==> src/rtl/shift_unpacker_if.sv <==
// Handshake bundle for shift_unpacker: wide word in, N-bit beats out.
// The master side drives the word and the downstream ready; the slave side is the unpacker.
interface shift_unpacker_if #(
    parameter int N      = 8,
    parameter int Length = 4
);
    logic [N*Length-1:0] data_i;
    logic                valid_i;
    logic                ready_o;
    logic [N-1:0]        data_o;
    logic                valid_o;
    logic                ready_i;
    logic                last_o;
    logic                busy_o;

    modport master (
        output data_i, valid_i, ready_i,
        input  ready_o, data_o, valid_o, last_o, busy_o
    );

    modport slave (
        input  data_i, valid_i, ready_i,
        output ready_o, data_o, valid_o, last_o, busy_o
    );
endinterface

==> src/rtl/shift_unpacker.sv <==
// Parallel-in/serial-out unpacker: loads one Length*N-bit word and emits Length
// N-bit beats, element 0 first, with valid/ready on both sides.
module shift_unpacker #(
    parameter int N      = 8,
    parameter int Length = 4
) (
    input  logic                 clk_i,
    input  logic                 rst_i,
    shift_unpacker_if.slave      bus
);
    localparam int IW = (Length > 1) ? $clog2(Length) : 1;

    typedef enum logic {IDLE, SHIFT} state_t;

    state_t                   r_state;
    logic [Length-1:0][N-1:0] r_store;
    logic [IW-1:0]            r_idx;

    logic w_last_idx;
    logic w_load;
    logic w_beat;

    assign w_last_idx = (r_idx == IW'(Length - 1));

    // Ready looks through to ready_i on the final beat so words chain without a bubble.
    assign bus.ready_o = !rst_i && ((r_state == IDLE) ||
                                    ((r_state == SHIFT) && w_last_idx && bus.ready_i));

    assign w_load = bus.valid_i && bus.ready_o;
    assign w_beat = bus.valid_o && bus.ready_i;

    assign bus.data_o  = r_store[0];
    assign bus.valid_o = (r_state == SHIFT);
    assign bus.busy_o  = (r_state == SHIFT);
    assign bus.last_o  = (r_state == SHIFT) && w_last_idx;

    always_ff @(posedge clk_i) begin
        if (rst_i) begin
            r_state <= IDLE;
            r_store <= '0;
            r_idx   <= '0;
        end else begin
            case (r_state)
                IDLE: begin
                    if (w_load) begin
                        r_store <= bus.data_i;
                        r_idx   <= '0;
                        r_state <= SHIFT;
                    end
                end
                SHIFT: begin
                    // A load on the final beat takes priority over the shift.
                    if (w_load) begin
                        r_store <= bus.data_i;
                        r_idx   <= '0;
                    end else if (w_beat) begin
                        for (int k = 0; k < Length - 1; k++) begin
                            r_store[k] <= r_store[k+1];
                        end
                        r_store[Length-1] <= '0;
                        if (w_last_idx) begin
                            r_idx   <= '0;
                            r_state <= IDLE;
                        end else begin
                            r_idx <= r_idx + IW'(1);
                        end
                    end
                end
                default: begin
                    r_state <= IDLE;
                end
            endcase
        end
    end
endmodule

==> src/flat_wrapper.sv <==
// flat-port wrapper written by rule: the top's interface ports become plain ports
module shift_unpacker_flat 
#(
    parameter int N      = 8,
    parameter int Length = 4
)
  (clk_i, rst_i, bus_data_i, bus_valid_i, bus_ready_i, bus_ready_o, bus_data_o, bus_valid_o, bus_last_o, bus_busy_o);
  shift_unpacker_if #(.N(N), .Length(Length)) bus_i ();
  input  logic clk_i;
  input  logic rst_i;
  input wire logic [$bits(bus_i.data_i)-1:0] bus_data_i;
  input wire logic [$bits(bus_i.valid_i)-1:0] bus_valid_i;
  input wire logic [$bits(bus_i.ready_i)-1:0] bus_ready_i;
  output wire logic [$bits(bus_i.ready_o)-1:0] bus_ready_o;
  output wire logic [$bits(bus_i.data_o)-1:0] bus_data_o;
  output wire logic [$bits(bus_i.valid_o)-1:0] bus_valid_o;
  output wire logic [$bits(bus_i.last_o)-1:0] bus_last_o;
  output wire logic [$bits(bus_i.busy_o)-1:0] bus_busy_o;
  assign bus_i.data_i = bus_data_i;
  assign bus_i.valid_i = bus_valid_i;
  assign bus_i.ready_i = bus_ready_i;
  assign bus_ready_o = bus_i.ready_o;
  assign bus_data_o = bus_i.data_o;
  assign bus_valid_o = bus_i.valid_o;
  assign bus_last_o = bus_i.last_o;
  assign bus_busy_o = bus_i.busy_o;
  shift_unpacker #(.N(N), .Length(Length)) u_core (.clk_i(clk_i), .rst_i(rst_i), .bus(bus_i));
endmodule
==> config.mk <==
export PLATFORM = sky130hd
export DESIGN_NAME = shift_unpacker_flat
export DESIGN_NICKNAME = d
export VERILOG_FILES = /design/src/rtl/shift_unpacker_if.sv /design/src/rtl/shift_unpacker.sv /design/src/flat_wrapper.sv
export SDC_FILE = /design/constraint.sdc
export NUM_CORES = 1
export LEC_CHECK = 0
export BUFFER_PORTS_ARGS = -buffer_cell sky130_fd_sc_hd__buf_4
export CORE_ASPECT_RATIO = 2
export CORE_MARGIN = 3
export CORE_UTILIZATION = 55
export DETAILED_ROUTE_END_ITERATION = 16
export MAX_ROUTING_LAYER = met4
export PLACE_DENSITY = 0.9
export RECOVER_POWER = 25
export SYNTH_ARGS = -nofsm -noshare
export SYNTH_HDL_FRONTEND = slang
export SYNTH_SLANG_ARGS = --single-unit
==> constraint.sdc <==
create_clock -name clk_i -period 2.1 [get_ports clk_i]
set_input_delay 0.105 -clock clk_i [delete_from_list [all_inputs] [get_ports clk_i]]
set_output_delay 0.105 -clock clk_i [all_outputs]
set_load 0.005 [all_outputs]
==> results of run 1 <==
-- worst max-delay path: stages (launching register included) --
cell     delay, ns
dfxtp_1       0.63
a21bo_1       0.38
nor2b_1       0.18
buf_4         0.15
-- through the flow --
step                      hold WS [ns]  utilization [%]  cell area (µm²)  setup slack [ns]  std cells
after global placement           0.363             67.3             2000             0.518        260
after CTS                       0.0633             70.8             2110             0.365        268
after detailed placement         0.369             67.3             2000             0.445        260
final                           0.0738             70.8             2110             0.361        268
after floorplan                  0.216                -             1740             0.765        209
after global routing            0.0762             70.8             2110             0.222        268
-- routing by layer --
metal / GRT usage, % / wire length [µm]
met5: - / 0
met1: 25.1 / 1570
met3: 5.04 / 188
met2: 38.1 / 2130
met4: 12.4 / 103
-- cells in the mapped netlist (2+ instances only) --
cell type and count:
a21oi_1 10, dfxtp_1 35, buf_4 9, buf_6 2, inv_1 2, nand3_1 40
and2_1 2, clkbuf_1 7, nor3_1 24, a311oi_1 24, buf_2 15, nor2b_1 2
nand2_1 3, o21ai_0 24
-- sequential cells by signal, indices dropped and copies added, names as in the netlist --
name and count:
u_core.r_store 24, u_core.bus.data_o 8, u_core.r_idx 2, u_core.bus.busy_o 1
-- layout make-up --
| class | count | area [µm²] | area share (%) |
|---|---|---|---|
| multi-input cells | 139 | 840 | 39.8 |
| repair buffers | 54 | 418 | 19.8 |
| well taps | 30 | 37.5 | 1.78 |
| clock buffers | 7 | 96.3 | 4.57 |
| flip-flops and latches | 35 | 701 | 33.3 |
| clock inverters | 1 | 7.51 | 0.356 |
| inverters | 2 | 7.51 | 0.356 |
-- worst paths after layout --
check	slack [ns]	to	startpoint	cells after the start
max	0.36	bus_ready_o	u_core.bus.busy_o	3
min	0.07	u_core.r_store[31]	bus_data_i[31]	3
max reg2reg	0.36	u_core.bus.data_o[1]	u_core.bus.busy_o	3
min reg2reg	0.47	u_core.r_store[25]	u_core.r_store[25]	2
-- kinds of logic after synthesis --
kind of cell    Yosys count  share of synthesized area [%]
buf+inv                  35                           11.4
compound gates           61                           23.4
flops                    35                           40.3
fa+ha+maj                 1                          0.719
simple gates             77                           24.2
-- power breakdown --
part / leakage, nW / internal [mW] / switching, mW
clock network: 0.0505 / 0.298 / 0.237
registers: 0.288 / 0.715 / 0.0297
logic: 0.447 / 0.129 / 0.126
==> results.txt, run 1 <==
The required time reported for the critical path endpoint is 2.00 ns. In this run the vertical extent of the chip is 85.5 µm. The maximum frequency from static timing analysis came out at ~0.57 GHz. The analysis attributes to cell leakage a power of 0.785 nW. The minimum clock period after layout is roughly 1.7 ns. After detailed routing, the number of remaining DRC violations is 0.

Of the post-synthesis cell area, the dominant cell type holds 40.3%. The wire length of the first global-routing pass is roughly 6700 µm. The worst setup path is launched from a flop. The die width came out at around 46 µm. The mean instance size in the synthesized netlist is approximately 8.3 µm². In this run the tightest slew margin relative to its limit is between 50% and 60%. The all-layer global routing usage came out at a little under a quarter. Ranked by total cell area, the synthesized netlist is headed by dfxtp_1, a311oi_1, nand3_1. The type of the most critical hold path is primary input to flop. For the pin with the worst max-slew slack, the measured transition is 0.618 ns. The share of flip-flops with an asynchronous set or reset is 0%. The clock passes through at most 2 buffers. The total power of the final layout is around 1.5 mW. Entering global routing, the biggest net connects 42 pins. The initial antenna violation count is 0. The number of distinct standard cells referenced by the synthesized netlist is 24. The cts-stage hold buffer count came out at 0. The final number of max-transition violations was 0.

The number of synthesized register bits is 35. The final layout contains routed wiring with a total length of 4000 µm. The layout filler cell count is 255. Setup repair after global routing left no endpoint under its margin. Yosys mapped a number of flops with a built-in enable equal to 0. After clock tree synthesis, the repair step resized 0 gates. The share of final-layout standard cells stronger than drive strength 1 came out at a little over a quarter.

The count of input and output buffers is between 40 and 50. The post-synthesis cell area is ~0.0017 mm². The most common library cell in the layout ignoring fill and taps is buf_4. The number of endpoints with negative hold slack in the final report came out at 0. The area of the core is 0.00298 mm². The number of levels the H-tree was split into is 2. Of the synthesized area, sequential elements account for around 40%.

In this run, the number of DRC markers left after iteration 0 of detailed routing was 50. The critical path is of the flop to output pin type. The layout-stage area growth over the synthesis result came out at 21.2%.

The total overflow reported by the global router came out at 0. The setup TNS after final layout came out at 0 ns. The via count came out at roughly 1700. The flow ran to the end, and the final reports show no timing, DRC or antenna violations. The starting density of the core came out at between 50% and 60%. Row generation in the floorplan step produced 28 rows. The detail-routed net length per standard cell came out at 14.9 µm. TritonCTS created 5 clock buffers. The placed wire-length estimate came out at around 2700 µm. The number of global-route vias before repair is about 1500. The CTS tree is yes. The cell count after synthesis came out at 209.

The CTS clock-pin slew for the worst setup and hold paths is 0.07 ns. The post-CTS setup buffer count is 0. The post-route clock skew came out at 0.00615 ns. The final layout contains 274 nets. The part of the cycle the worst path needs is between 80% and 90%. The clock network latency to the later pin of the worst-skew pair is just under 0.3 ns. In the layout the commonest cells are buf_4, nand3_1, dfxtp_1. The clock net sink count came out at 35. The yosys synthesis warning count is 0. The placer's final routability congestion estimate came out at around 0.79. The tree is rooted in a clkbuf_8.

The most used flip-flop cell after synthesis is dfxtp_1. Along the worst path, the maximum fanout reaches 15. The number of antenna diodes is 0. The endpoint class of the critical path is an output pin. The cell type with the largest total area after synthesis is dfxtp_1. Dividing total power by cell area gives a power density of approximately 730 mW/mm². The number of primary I/O pins came out at 48. The average vias per placed instance is slightly above 6. The number of optimization iterations in the first detailed-route pass came out at 4. The signal arrival time at the worst endpoint is about 1.6 ns. The die covers between 0.003 and 0.004 mm². The net count after synthesis is 246. The maximum VDD drop is 0.716 mV. The number of setup violations in the final report came out at 0.

The detail route stage leaves a number of antenna-violating nets equal to 0. The reported max-cap violation count came out at 0.
No activity file was read; power rests on OpenSTA's default activity.
==> inputs of run 2 (changes only) <==
--- a/config.mk
+++ b/config.mk
@@ -8,10 +8,10 @@
 export BUFFER_PORTS_ARGS = -buffer_cell sky130_fd_sc_hd__buf_4
 export CORE_ASPECT_RATIO = 2
 export CORE_MARGIN = 3
-export CORE_UTILIZATION = 55
+export CORE_UTILIZATION = 51
 export DETAILED_ROUTE_END_ITERATION = 16
 export MAX_ROUTING_LAYER = met4
-export PLACE_DENSITY = 0.9
+export PLACE_DENSITY = 0.85
 export RECOVER_POWER = 25
 export SYNTH_ARGS = -nofsm -noshare
 export SYNTH_HDL_FRONTEND = slang
==> constraint.sdc (replaced) <==
create_clock -name clk_i -period 1.7 [get_ports clk_i]
set_input_delay 0.085 -clock clk_i [delete_from_list [all_inputs] [get_ports clk_i]]
set_output_delay 0.085 -clock clk_i [all_outputs]
set_load 0.005 [all_outputs]
==> run 2 against run 1 <==
Against the previous run: clock-buffer cell count down 1; largest power group unchanged; highest routed layer unchanged; first-iteration DRC count up 80%; final cell count up 3.0%.
==> results.txt, run 2 (synthesized netlist as in run 1, its figures left out) <==
The critical register-to-register path startpoint is u_core.r_idx[0]. The flip-flop count of the largest register, all copies and words added came out at 24 (unchanged). TritonCTS built the clock tree.

The routed length on met3 is 286 µm (+52%). The final number of max-transition violations was 0 (unchanged). The clock net sink count came out at 35 (unchanged).

The final design instance area without fill is 0.00218 mm² (+3.6%). The worst max-slew margin expressed relative to the limit is 67.4% (+8.6 points). The signal arrival time at the worst endpoint is 1.46 ns (-0.17 ns). The post-route clock skew came out at 0.00520 ns (-0.000944 ns). Grouping stages by cell kind, the critical path spends the most delay in flip-flops.

STA classifies the critical path startpoint as a flop. The via count came out at 1752 (+5.5%). The amount of wire on met2 after detailed routing is 2330 µm (+9.1%). The starting density of the core came to 53.9% (-4.5 points). The highest-delay cell along the critical path is dfxtp_1.

The number of optimization iterations in the first detailed-route pass came out at 4 (unchanged). The full die area came out at 0.00419 mm² (+7.0%). The total routed wirelength came out at 4300 µm (+7.7%). The worst min-delay path startpoint is bus_valid_i.

The cell depth of the worst hold path is 2 (-1). The TritonCTS buffer count came out at 5 (unchanged). The largest incremental delay on the critical path came out at 0.33 ns (-0.30 ns). The non-filler instance count after layout is 276 (+3.0%).

The minimum setup slack in the final design came out at 0.154 ns (-0.206 ns). The maximum frequency from static timing analysis came out at between 0.6 and 0.7 GHz. The maximum VDD drop came out at 0.839 mV (+17%). The count of input and output buffers came to 47 (unchanged). The endpoint class of the critical path is an output pin. The placed wire-length estimate is 2880 µm (+5.4%). The cell row count was 29 (+3.6%).

The number of antenna diodes was 0 (unchanged). The initial antenna violation count came out at 0 (unchanged). The share of final-layout standard cells stronger than drive strength 1 came out at 29.8% (+2.9 points). The number of cells in the design after placement was 267 (+2.7%). The critical path in this run is classified as flop to output pin. The number of endpoints with negative hold slack in the final report came out at 0 (unchanged). The critical path goes through ha_1 -> a21bo_2 -> nor2b_1 -> buf_4. The remaining design rule violation count was 0 (unchanged).

The leakage power of the design is 0.817 nW (+4.1%). The post-route antenna net violation count came to 0 (unchanged). The area of the core came out at 0.00323 mm² (+8.4%). The worst hold path terminates at u_core.r_idx[1]. The reported max-cap violation count is 0 (unchanged). The wire length of the first global-routing pass came out at 6980 µm (+4.8%). The instance area after placement came out at 0.00204 mm² (+1.7%). The layout-stage area growth over the synthesis result is 25.5%. The required time reported for the critical path endpoint was 1.62 ns (-0.38 ns). In this run the critical register-to-register path is captured at u_core.r_store[23]. The flow ran to the end, and the final reports show no timing, DRC or antenna violations.

The average vias per placed instance came out at 6.35 (+2.4%). The number of setup violations in the final report came out at 0 (unchanged). The height of the chip came to 88.6 µm (+3.6%). The transition time at the pin with the least slew margin is 0.488 ns (-0.130 ns).

The power per unit of standard cell area came out at 978 mW/mm² (+34%). In this run the top signal layer used is met4. u_core.r_store holds more flip-flops than any other register. In this run the worst hold path is classified as primary input to flop.

The all-layer global routing usage is 23.1% (-0.27 points). Leaving out fill and tap cells, the most frequent cell in the layout is buf_4. The maximum clock insertion buffer count came out at 2 (unchanged). The routed length on met1 is 1590 µm (+0.89%). The total power of the final layout is 2.13 mW (+39%).

The clock network latency to the later pin of the worst-skew pair was 0.29 ns (about the same). The worst hold margin is 0.0423 ns (-0.0314 ns). The number of global-route vias before repair came to 1595 (+4.0%). Setup repair after global routing left no endpoint under its margin.

The pre-CTS worst setup slack came to 0.151 ns (-0.294 ns). The worst reg-to-reg path cell count came to 5 (+2). The number of violations reported at the end of detailed-routing iteration 0 came to 90 (+80%). The detail-routed net length per standard cell came out at 15.6 µm (+4.6%). The CTS clock-pin slew for the worst setup and hold paths is 0.07 ns (about the same). The setup TNS after final layout came out at 0 ns (unchanged). The total overflow reported by the global router is 0 (unchanged). The minimum clock period after layout came out at about 1.5 ns. The count of nets after finishing came out at 281 (+2.6%). Dividing the final minimum period by the clock period gives about nine tenths. The number of primary I/O pins is 48 (unchanged). The cell chosen for the clock root is clkbuf_8. In the layout the commonest cells are buf_4, nand3_1, dfxtp_1. The pin count of the biggest net entering global routing came out at 42 (unchanged).

The number of levels the H-tree was split into came out at 2 (unchanged). The setup slack of the most critical reg-to-reg path came out at 0.19 ns (-0.17 ns). The die width is 47.3 µm (+3.3%). The buffering stage count on the worst path with inverters included is 1 (unchanged).

The final core utilization came out at 67.6% (-3.2 points). The placer's final routability congestion estimate came out at 0.868 (+9.5%). The layout filler cell count came to 275 (+7.8%). The maximum fanout along the worst path was 11 (-4).
## run 2: how the worst max path moves through the flow
stage	startpoint	to	slack, ns	depth (start not counted)
final	u_core.r_idx[0]	bus_ready_o	0.15	4
after global routing	u_core.r_idx[0]	bus_ready_o	0.08	4
after CTS	u_core.bus.busy_o	bus_ready_o	0.08	3
after detailed placement	u_core.bus.busy_o	u_core.r_store[13]	0.15	3
after global placement	u_core.bus.busy_o	u_core.r_store[23]	0.24	3
after floorplan	u_core.r_idx[0]	u_core.bus.data_o[5]	0.37	5
## run 2: area by class of cell
type / count / area [µm²] / area share [%]
clock buffer: 6 / 72.6 / 3.33
clock inverter: 2 / 60.1 / 2.75
inverter: 2 / 11.3 / 0.516
multi-input combinational: 139 / 840 / 38.5
sequential: 35 / 702 / 32.2
tap: 31 / 38.8 / 1.78
timing repair buffer: 60 / 450 / 20.6
timing repair inverter: 1 / 7.51 / 0.344
## run 2: repair_timing
| action | in CTS | in global routing |
|---|---|---|
| buffers inserted | 0 | 0 |
| endpoints found under the setup margin | 0 | 2 |
| gates resized for setup | 0 | 3 |
| hold buffers | 0 | 0 |
## run 2: worst register-to-register path, cell delays in order (launching register included)
cell,delay (ns)
dfxtp_1,0.36
ha_1,0.23
and4b_1,0.23
buf_4,0.19
o21ai_0,0.12
a311oi_1,0.29
## run 2: report_power, final
part	internal (mW)	total, mW	leakage (nW)	switching [mW]
clock network	0.586	0.880	0.0654	0.294
registers	0.883	0.923	0.288	0.0401
logic	0.169	0.330	0.464	0.161
total	1.64	2.13	0.817	0.495
## run 2: layer usage
layer  vias to the layer above  track usage [%]
met4                         0             10.6
met5                         -                -
li1                        849                -
met2                        77             36.2
met1                       817             26.7
met3                         9             5.50
==> inputs of run 3 (changes only) <==
--- a/config.mk
+++ b/config.mk
@@ -6,9 +6,11 @@
 export NUM_CORES = 1
 export LEC_CHECK = 0
 export BUFFER_PORTS_ARGS = -buffer_cell sky130_fd_sc_hd__buf_4
-export CORE_ASPECT_RATIO = 2
+export CELL_PAD_IN_SITES_DETAIL_PLACEMENT = 1
+export CELL_PAD_IN_SITES_GLOBAL_PLACEMENT = 1
+export CORE_ASPECT_RATIO = 1.4
 export CORE_MARGIN = 3
-export CORE_UTILIZATION = 51
+export CORE_UTILIZATION = 37
 export DETAILED_ROUTE_END_ITERATION = 16
 export MAX_ROUTING_LAYER = met4
 export PLACE_DENSITY = 0.85
==> run 3 against run 2 <==
Against the previous run: sequential share of layout area shrank 0.15 points; flip-flop and latch count stayed put; worst hold slack gained 0.00096 ns; total power is 5.5% lower; sequential power is 0.5% lower; final cell count rose by 9.1%; first-iteration DRC count up 18%; die area grew 33%; clock-buffer cell count is 1 lower; global-route usage down 5.0 points; largest cell class unchanged; register-to-register slack lost 0.07 ns; worst setup slack got worse by 0.031 ns.
==> results.txt, run 3 (synthesized netlist as in run 1, its figures left out) <==
The full die area came out at 0.00557 mm² (+33%). The register with the most flip-flops in the final layout is u_core.r_store. The TritonCTS buffer count came out at 5 (unchanged). The instance area after placement is 0.00208 mm² (+1.9%).

STA classifies the critical path startpoint as a flop. The starting density of the core was 39.7% (-14 points). The sequential cell area is 701 µm² (-0.18%). The maximum frequency from static timing analysis was 0.634 GHz (-2.0%).

The worst hold margin is 0.0433 ns (+0.000963 ns). The number of endpoints with negative hold slack in the final report is 0 (unchanged). The total overflow reported by the global router is 0 (unchanged). The setup TNS after final layout is 0 ns (unchanged).

The number of levels the H-tree was split into is 2 (unchanged). The layout-stage area growth over the synthesis result is 25.8%. The initial antenna violation count came to 0 (unchanged). The final design instance area without fill is 0.00219 mm² (+0.29%). The most critical setup path has its startpoint at u_core.r_idx[0]. The CTS clock-pin slew for the worst setup and hold paths came to 0.08 ns (about the same). The placed wire-length estimate is 3160 µm (+9.7%). The detail-routed net length per standard cell was 15.6 µm (+0.35%). The post-route antenna net violation count is 0 (unchanged). The required time reported for the critical path endpoint came out at 1.89 ns (+0.27 ns). The min-delay analysis places its worst path in the category primary input to flop. The quantity of gates resized following cts came out at 0 (unchanged). Leaving out fill and tap cells, the most frequent cells in the layout are buf_4, nand3_1, dfxtp_1. The power per unit of standard cell area is 921 mW/mm² (-5.8%). The flow ran to the end, and the final reports show no timing, DRC or antenna violations. The post-CTS setup buffer count was 0 (unchanged).

The number of setup violations in the final report is 0 (unchanged). The clock net sink count came out at 35 (unchanged). The number of global-route vias before repair is 1578 (-1.1%). The buffering stage count on the worst path with inverters included was 1 (unchanged). The final number of max-transition violations came to 0 (unchanged). The endpoint class of the critical path is a flop. The worst max-slew margin expressed relative to the limit came to 59.1% (-8.3 points).

The part of the cycle the worst path needs is 92.7% (+1.8 points). The maximum fanout along the worst path came out at 24 (+13). Walking the worst path, the cells encountered are ha_1 -> and4b_1 -> buf_4 -> o21ai_0 -> a311oi_1. The cell depth of the worst hold path came to 2 (unchanged).

The maximum VDD drop came out at 0.454 mV (-46%). The number of violations reported at the end of detailed-routing iteration 0 is 106 (+18%). The placer's final routability congestion estimate was 0.792 (-8.8%). The post-route clock skew came to 0.00719 ns (+0.00199 ns). The cell chosen for the clock root is clkbuf_8. The critical path is of the flop to flop type. The largest incremental delay on the critical path is 0.35 ns (+0.02 ns). The area used by multi-input combinational logic is 840 µm² (unchanged). The number of optimization iterations in the first detailed-route pass came out at 4 (unchanged). The worst min-delay path startpoint is bus_valid_i. The cell family with the largest share of critical-path delay is compound AO/OA/AOI/OAI gates.

The transition time at the pin with the least slew margin was 0.613 ns (+0.125 ns). The area of the core came out at 0.00438 mm² (+36%). The number of primary I/O pins is 48 (unchanged). The total power of the final layout is 2.02 mW (-5.5%). The minimum clock period after layout is 1.58 ns (+0.0308 ns).

The total number of cells along the worst setup path came out at 5 (+1). The library cell used most frequently in the layout, excluding fill and tap cells, is buf_4. The height of the chip came out at 87.1 µm (-1.7%). The layout filler cell count is 543 (+97%). The die width came out at 63.9 µm (+35%). The count of nets after finishing came out at 277 (-1.4%). TritonCTS built the clock tree. The number of cells in the design after placement is 293 (+9.7%). On the critical path, the stage with the largest delay is an instance of dfxtp_1. The signal arrival time at the worst endpoint came out at 1.76 ns (+0.30 ns). The non-filler instance count after layout is 301 (+9.1%).

The wire length of the first global-routing pass came out at 7630 µm (+9.3%). The all-layer global routing usage was 18.1% (-5.0 points). The share of final-layout standard cells stronger than drive strength 1 came out at 28.2% (-1.6 points). The maximum clock insertion buffer count was 2 (unchanged). The reported max-cap violation count is 0 (unchanged). The clock network latency to the later pin of the worst-skew pair came out at 0.30 ns (about the same). In this run the critical register-to-register path is launched from u_core.r_idx[0].

The leakage power of the design was 0.808 nW (-1.1%). The pin count of the biggest net entering global routing came to 42 (unchanged). The count of input and output buffers is 47 (unchanged). The number of antenna diodes came out at 0 (unchanged). The total routed wirelength was 4710 µm (+9.4%). Setup repair after global routing could not meet its margin everywhere. The flip-flop count of the largest register, all copies and words added is 24 (unchanged). The average vias per placed instance came to 5.60 (-12%). The via count is 1685 (-3.8%). The cell row count is 28 (-3.4%). The worst reg-to-reg path cell count is 5 (unchanged). The remaining design rule violation count is 0 (unchanged).
run 3: changes by cell type in the layout (fill, tap and decap cells not counted), sizes merged:
cell / delta
buf: -2
bufinv: -1
clkbuf: -2
clkinv: +2
inv: +1
clkinvlp: -2
run 3: layer usage:
metal / vias up / wire [µm] / GRT usage [%] / share of wire [%]
li1: 843 / - / - / -
met1: 780 / 1950 / 20.9 / 41
met2: 52 / 2410 / 29.8 / 51
met3: 10 / 245 / 3.88 / 5.2
met4: 0 / 100 / 8.25 / 2.1
met5: - / 0 / - / 0
run 3: area by class of cell:
cell class / count / share of cell area (%)
clock buffers: 5 / 3.14
well taps: 60 / 3.43
flip-flops and latches: 35 / 32.0
clock inverters: 3 / 2.00
inverters: 2 / 0.343
repair buffers: 57 / 20.7
multi-input cells: 139 / 38.4
run 3: report_power, final:
group | leakage (nW) | total, mW | internal (mW) | switching (mW)
Sequential | 0.288 | 0.918 | 0.882 | 0.0360
Clock | 0.0581 | 0.761 | 0.436 | 0.324
Combinational | 0.462 | 0.337 | 0.170 | 0.167
run 3: repair_timing:
action                     in CTS  in global routing
setup endpoints to repair       0                  3
hold endpoints to repair        0                  0
hold buffers                    0                  0
run 3: path summary, 6_finish.rpt:
check,slack [ns],endpoint
worst max register to register,0.12,u_core.r_store[14]
worst min register to register,0.47,u_core.r_store[27]
worst max-delay path,0.12,u_core.r_store[14]
worst min-delay path,0.04,u_core.r_idx[1]
run 3: through the flow:
stage / setup slack (ns) / util (%)
floorplan: 0.365 / -
global placement: 0.254 / 47.4
CTS: 0.103 / 50.0
finish: 0.124 / 50.0
global route: -0.00629 / 50.0
detailed placement: 0.116 / 47.4
